`src/rtl/hazard_forwarding_unit.sv`:
```
// Hazard detection and forwarding-select generation from a shadow EX/MEM/WB pipeline of dest/write/load.
// Outputs are combinational from shadow state plus the ID instruction; load-use inserts exactly one bubble.
module hazard_forwarding_unit #(
    parameter int NUM_STAGES_TRACKED = 3,
    parameter int STALL_CNT_W        = 16
) (
    input  logic                   clk,
    input  logic                   rst_n,
    input  logic [4:0]             id_rs,
    input  logic [4:0]             id_rt,
    input  logic                   id_uses_rs,
    input  logic                   id_uses_rt,
    input  logic [4:0]             id_dest_reg,
    input  logic                   id_rf_enable,
    input  logic                   id_load_instr,
    output logic [1:0]             fwd_sel_a,
    output logic [1:0]             fwd_sel_b,
    output logic                   control_mux,
    output logic                   pc_load_enable,
    output logic                   if_id_load_enable,
    output logic [STALL_CNT_W-1:0] stall_count
);

    generate
        if (NUM_STAGES_TRACKED != 3) begin : g_bad_stage_count
            $error("hazard_forwarding_unit supports exactly 3 tracked stages");
        end
    endgenerate

    logic [4:0]             ex_dest_q, ex_dest_d;
    logic                   ex_rf_en_q, ex_rf_en_d;
    logic                   ex_load_q, ex_load_d;
    logic [4:0]             mem_dest_q;
    logic                   mem_rf_en_q;
    logic                   mem_load_q;
    logic [4:0]             wb_dest_q;
    logic                   wb_rf_en_q;
    logic [STALL_CNT_W-1:0] stall_cnt_q, stall_cnt_d;

    logic ex_hit_rs, mem_hit_rs, wb_hit_rs;
    logic ex_hit_rt, mem_hit_rt, wb_hit_rt;
    logic stall;

    // Register 0 is hardwired, so it never matches regardless of stage state.
    function automatic logic stage_hit(input logic       uses,
                                       input logic [4:0] src,
                                       input logic       rf_en,
                                       input logic [4:0] dest);
        return uses && (src != 5'd0) && rf_en && (dest == src);
    endfunction

    // A load in EX has no data yet, so it falls through to the older stages.
    function automatic logic [1:0] pick_sel(input logic ex_hit,
                                            input logic ex_is_load,
                                            input logic mem_hit,
                                            input logic wb_hit);
        if (ex_hit && !ex_is_load) return 2'b01;
        if (mem_hit)               return 2'b10;
        if (wb_hit)                return 2'b11;
        return 2'b00;
    endfunction

    assign ex_hit_rs  = stage_hit(id_uses_rs, id_rs, ex_rf_en_q,  ex_dest_q);
    assign mem_hit_rs = stage_hit(id_uses_rs, id_rs, mem_rf_en_q, mem_dest_q);
    assign wb_hit_rs  = stage_hit(id_uses_rs, id_rs, wb_rf_en_q,  wb_dest_q);
    assign ex_hit_rt  = stage_hit(id_uses_rt, id_rt, ex_rf_en_q,  ex_dest_q);
    assign mem_hit_rt = stage_hit(id_uses_rt, id_rt, mem_rf_en_q, mem_dest_q);
    assign wb_hit_rt  = stage_hit(id_uses_rt, id_rt, wb_rf_en_q,  wb_dest_q);

    assign stall = ex_load_q && (ex_hit_rs || ex_hit_rt);

    always_comb begin
        fwd_sel_a         = pick_sel(ex_hit_rs, ex_load_q, mem_hit_rs, wb_hit_rs);
        fwd_sel_b         = pick_sel(ex_hit_rt, ex_load_q, mem_hit_rt, wb_hit_rt);
        control_mux       = stall;
        pc_load_enable    = !stall;
        if_id_load_enable = !stall;
        if (!rst_n) begin
            fwd_sel_a         = 2'b00;
            fwd_sel_b         = 2'b00;
            control_mux       = 1'b1;
            pc_load_enable    = 1'b0;
            if_id_load_enable = 1'b0;
        end
    end

    always_comb begin
        ex_dest_d   = id_dest_reg;
        ex_rf_en_d  = id_rf_enable;
        ex_load_d   = id_load_instr;
        stall_cnt_d = stall_cnt_q;
        if (stall) begin
            ex_dest_d  = 5'd0;
            ex_rf_en_d = 1'b0;
            ex_load_d  = 1'b0;
            if (!(&stall_cnt_q)) begin
                stall_cnt_d = stall_cnt_q + STALL_CNT_W'(1);
            end
        end
    end

    always_ff @(posedge clk or negedge rst_n) begin
        if (!rst_n) begin
            ex_dest_q   <= 5'd0;
            ex_rf_en_q  <= 1'b0;
            ex_load_q   <= 1'b0;
            mem_dest_q  <= 5'd0;
            mem_rf_en_q <= 1'b0;
            mem_load_q  <= 1'b0;
            wb_dest_q   <= 5'd0;
            wb_rf_en_q  <= 1'b0;
            stall_cnt_q <= '0;
        end else begin
            ex_dest_q   <= ex_dest_d;
            ex_rf_en_q  <= ex_rf_en_d;
            ex_load_q   <= ex_load_d;
            mem_dest_q  <= ex_dest_q;
            mem_rf_en_q <= ex_rf_en_q;
            mem_load_q  <= ex_load_q;
            wb_dest_q   <= mem_dest_q;
            wb_rf_en_q  <= mem_rf_en_q;
            stall_cnt_q <= stall_cnt_d;
        end
    end

    // The MEM load flag is tracked for completeness; MEM data is always forwardable.
    logic unused_mem_load;
    assign unused_mem_load = mem_load_q;

    assign stall_count = stall_cnt_q;

endmodule
```
`config.mk`:
```
export PLATFORM = sky130hd
export DESIGN_NAME = hazard_forwarding_unit
export DESIGN_NICKNAME = d
export VERILOG_FILES = /design/src/rtl/hazard_forwarding_unit.sv
export SDC_FILE = /design/constraint.sdc
export NUM_CORES = 1
export LEC_CHECK = 0
export ABC_CLOCK_PERIOD_IN_PS = 1750
export CORE_MARGIN = 2
export CORE_UTILIZATION = 44
export DETAILED_ROUTE_END_ITERATION = 7
export HOLD_SLACK_MARGIN = 0.08
export PLACE_DENSITY = 0.75
export SLEW_MARGIN = 0
export SYNTH_ARGS = -nofsm -noshare
export SYNTH_HDL_FRONTEND = slang
export SYNTH_SLANG_ARGS = --single-unit
```
`constraint.sdc`:
```
create_clock -name clk -period 1.75 [get_ports clk]
set_clock_uncertainty 0.05 [all_clocks]
set_input_delay 0.2625 -clock clk [delete_from_list [all_inputs] [get_ports clk]]
set_output_delay 0.2625 -clock clk [all_outputs]
set_load 0.05 [all_outputs]
```
**Yosys cells after proc, flatten, opt, wreduce, memory -nomap -nowiden**

Cells that the tools add are included.

- Bits of input ports: 21
- Flip-flop bits (word level): 35

- Reduce and logical (&&, ||, !) cells: 24
- Muxes and demuxes: 31
- Bitwise operators: 1
- Add/subtract/negate cells: 1
- Equal/unequal tests: 6

Operators with widths:

| cell | number |
|---|---|
| $eq 5x5->1 | 6 |
| $mux 2 | 14 |
| $logic_and 1x1->1 | 17 |
| $add 16x1->16 const B | 1 |
| $mux 1 | 16 |
| $reduce_and 16->1 | 1 |
| $reduce_bool 5->1 | 2 |
| $mux 5 | 1 |
| $logic_not 1->1 | 2 |
| $reduce_and 2->1 | 1 |
| $logic_or 1x1->1 | 1 |
| $not 1->1 | 1 |

**Logic depth before layout (Yosys ltp)**

Gate-level depths: netlist (run 1).

- Depth in word-level cells: 13
- Depth in mapped cells: 8

**Least setup slack after synthesis (run 1)**

OpenSTA, ideal clock, no wires.

- Path type: register to output
- Start point: reg ex_dest_q[1]
- End point: out pc_load_enable
- Stages on the path, launching flop included: 8
- Required time: 1.437 ns
- Slack: -0.983 ns
- Arrival: 2.421 ns
- Path through: dfrtp_1 -> xor2_1 -> nor4_1 -> nand4b_2 -> a21oi_2 -> nand2b_1 -> inv_1 -> buf_4

- Cells in the longest elaborated chain, start to end: 6
- Elaborated cells between the ends (all ways): 8

Ends and longest elaborated chain:

| item | RTL line | source |
|---|---|---|
| from (decl) | 30 | `logic [4:0] ex_dest_q, ex_dest_d;` |
| from (signal assigned) | 114 | `ex_dest_q <= ex_dest_d;` |
| $eq 5x5->1 | 49 | `return uses && (src != 5'd0) && rf_en && (dest == src);` |
| $logic_and 1x1->1 | 49 |  |
| $logic_or 1x1->1 * | 70 | `assign stall = ex_load_q && (ex_hit_rs \|\| ex_hit_rt);` |
| $logic_and 1x1->1 * | 70 |  |
| $logic_not 1->1 * | n/a |  |
| $mux 1 * | n/a |  |
| to (decl) | 19 | `output logic pc_load_enable,` |

Every way passes the cells marked *; elsewhere a longest branch is shown, timed or not.

**Final worst setup path (run 1)**

- Start point: reg ex_dest_q[1]
- End point: out fwd_sel_b[0]

- Cells in the longest elaborated chain, start to end: 6

Ends and longest elaborated chain:

| item | RTL line | source |
|---|---|---|
| $eq 5x5->1 | 49 |  |
| $logic_and 1x1->1 | 49 |  |
| $logic_and 1x1->1 | 57 | `if (ex_hit && !ex_is_load) return 2'b01;` |
| $mux 1 | 57 |  |
| $mux 2 | 58 | `if (mem_hit) return 2'b10;` |
| $mux 2 | 78 | `if (!rst_n) begin` |
| to (decl) | 17 | `output logic [1:0] fwd_sel_b,` |

No other way between the ends.

==> reports/results.txt, run 1 <==
initial antenna violation count -> 0
die area -> 4680 µm²
drt pass-1 iters -> 4
1st-iter DRT viols -> 73
Clock Latency Late Sink -> 290 ps
area of the multi-input gates -> 1090 µm²
Seq cells post-synth -> 35
Max-cap violations -> 0
total CTS buffers -> 5
dpl cells -> 287
average wire per cell in the routed design -> 15.6 µm
Mapped Nets -> 179
routed wire length -> 4900 µm
Placer Congestion -> 0.911
Fin. Hold Viols -> 0
Setup Viol. Count Final -> 30
FMAX -> 0.393 GHz
chip height -> 68.4 µm
clock group share of total power -> 30.2%
CTS tree -> built
Worst-Margin Slew -> 512 ps
Starting Density -> 45.6%
clk slew on worst S/H paths -> 70 ps
worst path required time -> 1440 ps
crit-path max FO -> 3
row count -> 23
Post-DRT Antenna Nets -> 0
Critical Path End Type -> output port
PnR worst setup slack -> -795 ps
Logic pwr share -> 22.5%
Vias/cell -> 5.03
share of cells above drive strength 1 -> 50.6%
P_int -> 1.34 mW
Netlist cell types -> 31
GR Overflow Total -> 0
yosys synthesis warning count -> 0
static leakage -> 1.43 nW
Horiz. Die Dim -> 68.4 µm
sequential share of the synthesized area -> 48.0%
Final nets -> 284
Ant. Diodes -> 0
Crit path arrival time -> 2230 ps
Tot GR Track Use -> 21.3%
net switching power -> 0.544 mW
Worst IR Drop VDD -> 627 µV
final std cells w/o fill -> 313
Final min period -> 2540 ps
H-tree depth -> 2
CTS Buffer Depth -> 2
Mean Syn Cell Area -> 11.6 µm²
IO Port Bufs -> 43
FF/Latch Area -> 890 µm²
area added between synthesis and finish -> 68.7%
Seq pwr share -> 47.3%
busiest grt layer -> met2
DR vias -> 1573
power per standard cell area -> 611 nW/µm²
vias in the first global route -> 1533
clk root buf -> clkbuf_8
Net Sw Frac -> 28.9%
HP Class -> reg -> reg
M3 GR Usage -> 3.13%
Mapped Area -> 1830 µm²
Core Area -> 4000 µm²
M1 GR Usage -> 28.3%
unrepaired setup endpoints after global routing -> true
Ports -> 44
crit path launch type -> flop
first-pass GRT wire length -> 7240 µm
# fillers -> 247
Max transition margin -> 65.7%
M2 GR Usage -> 34.4%
DRC viols -> 0
setup TNS -> -17210 ps
Synth Instances -> 157
critical path class -> reg -> out
pin count of the biggest net entering global routing -> 14
Post-DP HPWL -> 3350 µm
Final Max Slew Viols -> 0
outcome -> complete, but fails checks
CTS Sinks -> 35
final period utilization -> 145%
failing checks -> setup timing
[per-stage QoR]
stage	power, mW	setup slack, ps	hold slack, ps	instance area [µm²]	utilization [%]
5_1_grt	1.96	-928	404	3080	77.0
6_report	1.88	-795	371	3080	77.0
2_1_floorplan	1.10	-636	-83.1	1980	-
3_3_place_gp	1.29	-768	148	2750	68.6
3_5_place_dp	1.30	-777	160	2750	68.6
4_1_cts	1.87	-707	352	2960	74.0
[layout by cell type (no fill, tap or decap), types with 5 or more instances in the layout]
cell type         n
nor2_1            5
clkdlybuf4s50_1  12
dfrtp_2          11
dlygate4sd2_1     7
xnor2_1          25
clkbuf_8          5
nand2_2           5
xor2_1           16
nor2b_1           7
dfrtp_1          24
buf_12            7
nand4_1           6
buf_4            63
buf_6             7
[cells by family (layout without fill, tap and decap cells)]
group	Yosys count	after routing	share of synthesized area [%]
flops	35	35	48.0
compound gates	9	9	5.21
mux	3	3	1.78
fa+ha+maj	1	1	0.685
xor+xnor	43	43	20.6
buf+inv	7	113	2.47
simple gates	59	59	21.2
[cells in the mapped netlist, drive strengths merged]
cell | number | area, µm²
dfrtp | 35 | 876
a41o | 1 | 10.0
o221a | 2 | 22.5
and4b | 1 | 10.0
and2 | 1 | 6.26
nand3 | 9 | 65.1
nor2b | 9 | 56.3
or4 | 2 | 18.8
o32a | 2 | 20.0
a21oi | 2 | 17.5
and3 | 4 | 25.0
nor4 | 4 | 25.0
nand2 | 8 | 30.0
nand4 | 9 | 75.1
nand2b | 2 | 12.5
nor2 | 5 | 18.8
ha | 1 | 12.5
nand4b | 2 | 30.0
xnor2 | 26 | 228
nor3 | 3 | 15.0
xor2 | 17 | 149
buf | 3 | 30.0
mux2i | 1 | 10.0
mux2 | 2 | 22.5
o21ai | 2 | 25.0
inv | 4 | 15.0
[power groups by stage]
stage          sequential, mW  combinational (mW)  clock, mW
2_1_floorplan           0.958               0.140          0
3_5_place_dp            0.904               0.397          0
3_3_place_gp            0.901               0.388          0
6_report                0.890               0.424      0.568
5_1_grt                 0.895               0.459      0.609
4_1_cts                 0.888               0.413      0.571
[flip-flops by register name, indices dropped and copies added (netlist names)]
signal and flops:
wb_rf_en_q 1, wb_dest_q 5, ex_rf_en_q 1, mem_rf_en_q 1, ex_dest_q 5, ex_load_q 1
stall_count 16, mem_dest_q 5
[layout make-up]
type	instances	share of cell area, %
multi-input combinational	115	35.3
tap	50	2.03
clock inverter	1	0.163
sequential	35	28.9
clock buffer	7	2.48
inverter	4	0.610
timing repair buffer	101	30.6
[timing repair]
item / in CTS / in global routing
cloned: 1 / 0
hold buffers: 2 / 0
pin swaps: 8 / 5
endpoints found under the setup margin: 30 / 30
setup buffers: 11 / 8
resized for setup: 15 / 10
endpoints found under the hold margin: 10 / 0
[routing by layer]
metal  vias up  wire length [µm]
met1       780              2130
met4         0                86
met5         -                 0
met2        32              2540
met3         7               142
li1        754                 -
[worst max-delay path: stages, from the launching register on]
cell and delay [ps]:
dfrtp_2 440, xor2_1 170, nor4_1 380, buf_4 200, nand4b_4 120, buf_4 170, o32a_1 200, nor2b_4 140
buf_12 140
[worst paths after layout]
path	slack (ps)	to	cells after the start	startpoint
worst max register to register	-640	stall_count[1]$_DFFE_PN0P_	9	ex_dest_q[1]$_DFF_PN0_
max in group asynchronous	130	stall_count[8]$_DFFE_PN0P_	3	rst_n
worst min register to register	370	wb_rf_en_q$_DFF_PN0_	0	mem_rf_en_q$_DFF_PN0_
worst min-delay path	370	wb_rf_en_q$_DFF_PN0_	0	mem_rf_en_q$_DFF_PN0_
worst max-delay path	-790	fwd_sel_b[0]	8	ex_dest_q[1]$_DFF_PN0_
min in group asynchronous	570	wb_dest_q[2]$_DFF_PN0_	3	rst_n
Power figures use the tool's default switching activity.
==> run 2, diff against run 1 <==
--- a/config.mk
+++ b/config.mk
@@ -7,10 +7,10 @@
 export LEC_CHECK = 0
 export ABC_CLOCK_PERIOD_IN_PS = 1750
 export CORE_MARGIN = 2
-export CORE_UTILIZATION = 44
+export CORE_UTILIZATION = 40
 export DETAILED_ROUTE_END_ITERATION = 7
 export HOLD_SLACK_MARGIN = 0.08
-export PLACE_DENSITY = 0.75
+export PLACE_DENSITY = 0.69
 export SLEW_MARGIN = 0
 export SYNTH_ARGS = -nofsm -noshare
 export SYNTH_HDL_FRONTEND = slang
==> run 2 against run 1 <==
Effect of this change: the run still ends with setup timing left; largest power group unchanged; critical path depth unchanged; cell count decreased by 0.96%; highest routed layer unchanged; flip-flop and latch count unchanged; routed wire length increased by 3.1%; critical endpoint is now if_id_load_enable; combinational power decreased by 2%; global-route usage increased by 0.087 points; via count decreased by 0.76%.
==> reports/results.txt, run 2 (synthesis gave the netlist of run 1 again) <==
outcome -> complete, but fails checks
failing checks -> setup timing
setup TNS -> -15640 ps
total CTS buffers -> 5
Vias/cell -> 5.04
DRC viols -> 0
Final Max Slew Viols -> 0
Power Total -> 1.87 mW
Tot GR Track Use -> 21.4%
Largest register FFs -> 16
GR Overflow Total -> 0
HP Class -> in -> async
R2R depth -> 10
chip height -> 71.6 µm
average wire per cell in the routed design -> 16.3 µm
area added between synthesis and finish -> 66.4%
Max-cap violations -> 0
FMAX -> 0.407 GHz
Fin. Hold Viols -> 0
Post-DP HPWL -> 3630 µm
IO Port Bufs -> 43
H-tree depth -> 2
Worst IR Drop VDD -> 611 µV
pin count of the biggest net entering global routing -> 33
top cell family by delay on the critical path -> simple AND/OR/NAND/NOR gates
unrepaired setup endpoints after global routing -> true
CP max stage delay -> 420 ps
initial antenna violation count -> 0
die area -> 5120 µm²
CTS Buffer Depth -> 2
vias in the first global route -> 1748
Crit path arrival time -> 2140 ps
DR vias -> 1561
most frequent cells in the layout -> 58 x buf_4, 25 x xnor2_1, 25 x dfrtp_1, 17 x xor2_1
static leakage -> 1.41 nW
Core Area -> 4380 µm²
crit path from -> ex_dest_q[4]$_DFF_PN0_
Final min period -> 2460 ps
RR Startpoint -> ex_dest_q[4]$_DFF_PN0_
clk slew on worst S/H paths -> 70 ps
CP cell instances -> xor2_1 > nor4_2 > buf_4 > nand4b_4 > a21oi_2 > nand2b_4 > clkinvlp_4 > buf_6
Ant. Diodes -> 0
worst path required time -> 1440 ps
R2R Setup Slk -> -660 ps
R2R Path End -> stall_count[1]$_DFFE_PN0P_
Ports -> 44
share of cells above drive strength 1 -> 50.0%
Critical Path End Type -> output port
CTS Sinks -> 35
Buffers & Inverters on Critical Path -> 3
power per standard cell area -> 616 nW/µm²
CTS tree -> built
Post-DRT Antenna Nets -> 0
Setup Viol. Count Final -> 30
Clock Latency Late Sink -> 280 ps
Worst path depth -> 8
Slowest cell on crit path -> dfrtp_1
1st-iter DRT viols -> 52
Final nets -> 279
routed wire length -> 5050 µm
crit path launch type -> flop
critical path class -> reg -> out
Placer Congestion -> 0.883
Horiz. Die Dim -> 71.6 µm
final period utilization -> 140%
clk root buf -> clkbuf_8
most common cell after layout, fill and taps aside -> buf_4
Starting Density -> 41.6%
row count -> 24
PnR worst setup slack -> -707 ps
crit-path max FO -> 4
Worst-Margin Slew -> 413 ps
first-pass GRT wire length -> 8210 µm
Max transition margin -> 72.5%
drt pass-1 iters -> 4
-- run 2: area by class of cell --
type	count	area (µm²)
multi-input combinational	115	1080
fill	322	1350
sequential	35	888
clock buffer	8	80.1
inverter	4	18.8
tap	52	65.1
timing repair buffer	96	910
-- run 2: worst register-to-register path, cell delays in order (launching register included) --
cell      delay [ps]
dfrtp_1          420
xor2_1           170
nor4_2           310
buf_4            180
nand4b_4         130
buf_4            170
buf_6            100
buf_4            130
a21oi_4          190
buf_12           150
mux2_4           300
-- run 2: through the flow --
| stage | setup WS, ps | cell area (µm²) | std cells | util, % | hold WS [ps] |
|---|---|---|---|---|---|
| after floorplan | -636 | 1980 | 157 | - | -83.1 |
| after global placement | -754 | 2730 | 287 | 62.3 | 76.0 |
| after detailed placement | -835 | 2730 | 287 | 62.3 | 80.5 |
| after CTS | -694 | 2990 | 306 | 68.1 | 111 |
| after global routing | -786 | 3040 | 310 | 69.3 | 119 |
| final | -707 | 3040 | 310 | 69.3 | 83.7 |
-- run 2: worst max-delay path by stage --
stage	end	slack (ps)
6_report	if_id_load_enable	-710
3_3_place_gp	stall_count[1]$_DFFE_PN0P_	-750
3_5_place_dp	stall_count[1]$_DFFE_PN0P_	-840
5_1_grt	if_id_load_enable	-790
2_1_floorplan	pc_load_enable	-640
4_1_cts	pc_load_enable	-690
-- run 2: what timing repair did --
item | 4_1_cts | 5_1_grt
resized for setup | 23 | 5
pin swaps | 12 | 14
hold buffers | 1 | 0
setup buffers | 9 | 4
endpoints found under the setup margin | 30 | 30
gates cloned | 1 | 0
hold endpoints to repair | 3 | 0
-- run 2: layer usage --
| layer | part of all wire (%) | GRT usage, % |
|---|---|---|
| met1 | 42 | 25.3 |
| met2 | 52 | 37.7 |
| met3 | 3.7 | 4.64 |
| met4 | 1.6 | 8.60 |
| met5 | 0 | 0 |
-- run 2: where the power goes --
| part | leakage, nW | internal [mW] | switching (mW) |
|---|---|---|---|
| combinational | 0.953 | 0.203 | 0.215 |
| sequential | 0.423 | 0.849 | 0.0413 |
| clock | 0.0395 | 0.283 | 0.279 |
| total | 1.41 | 1.33 | 0.535 |
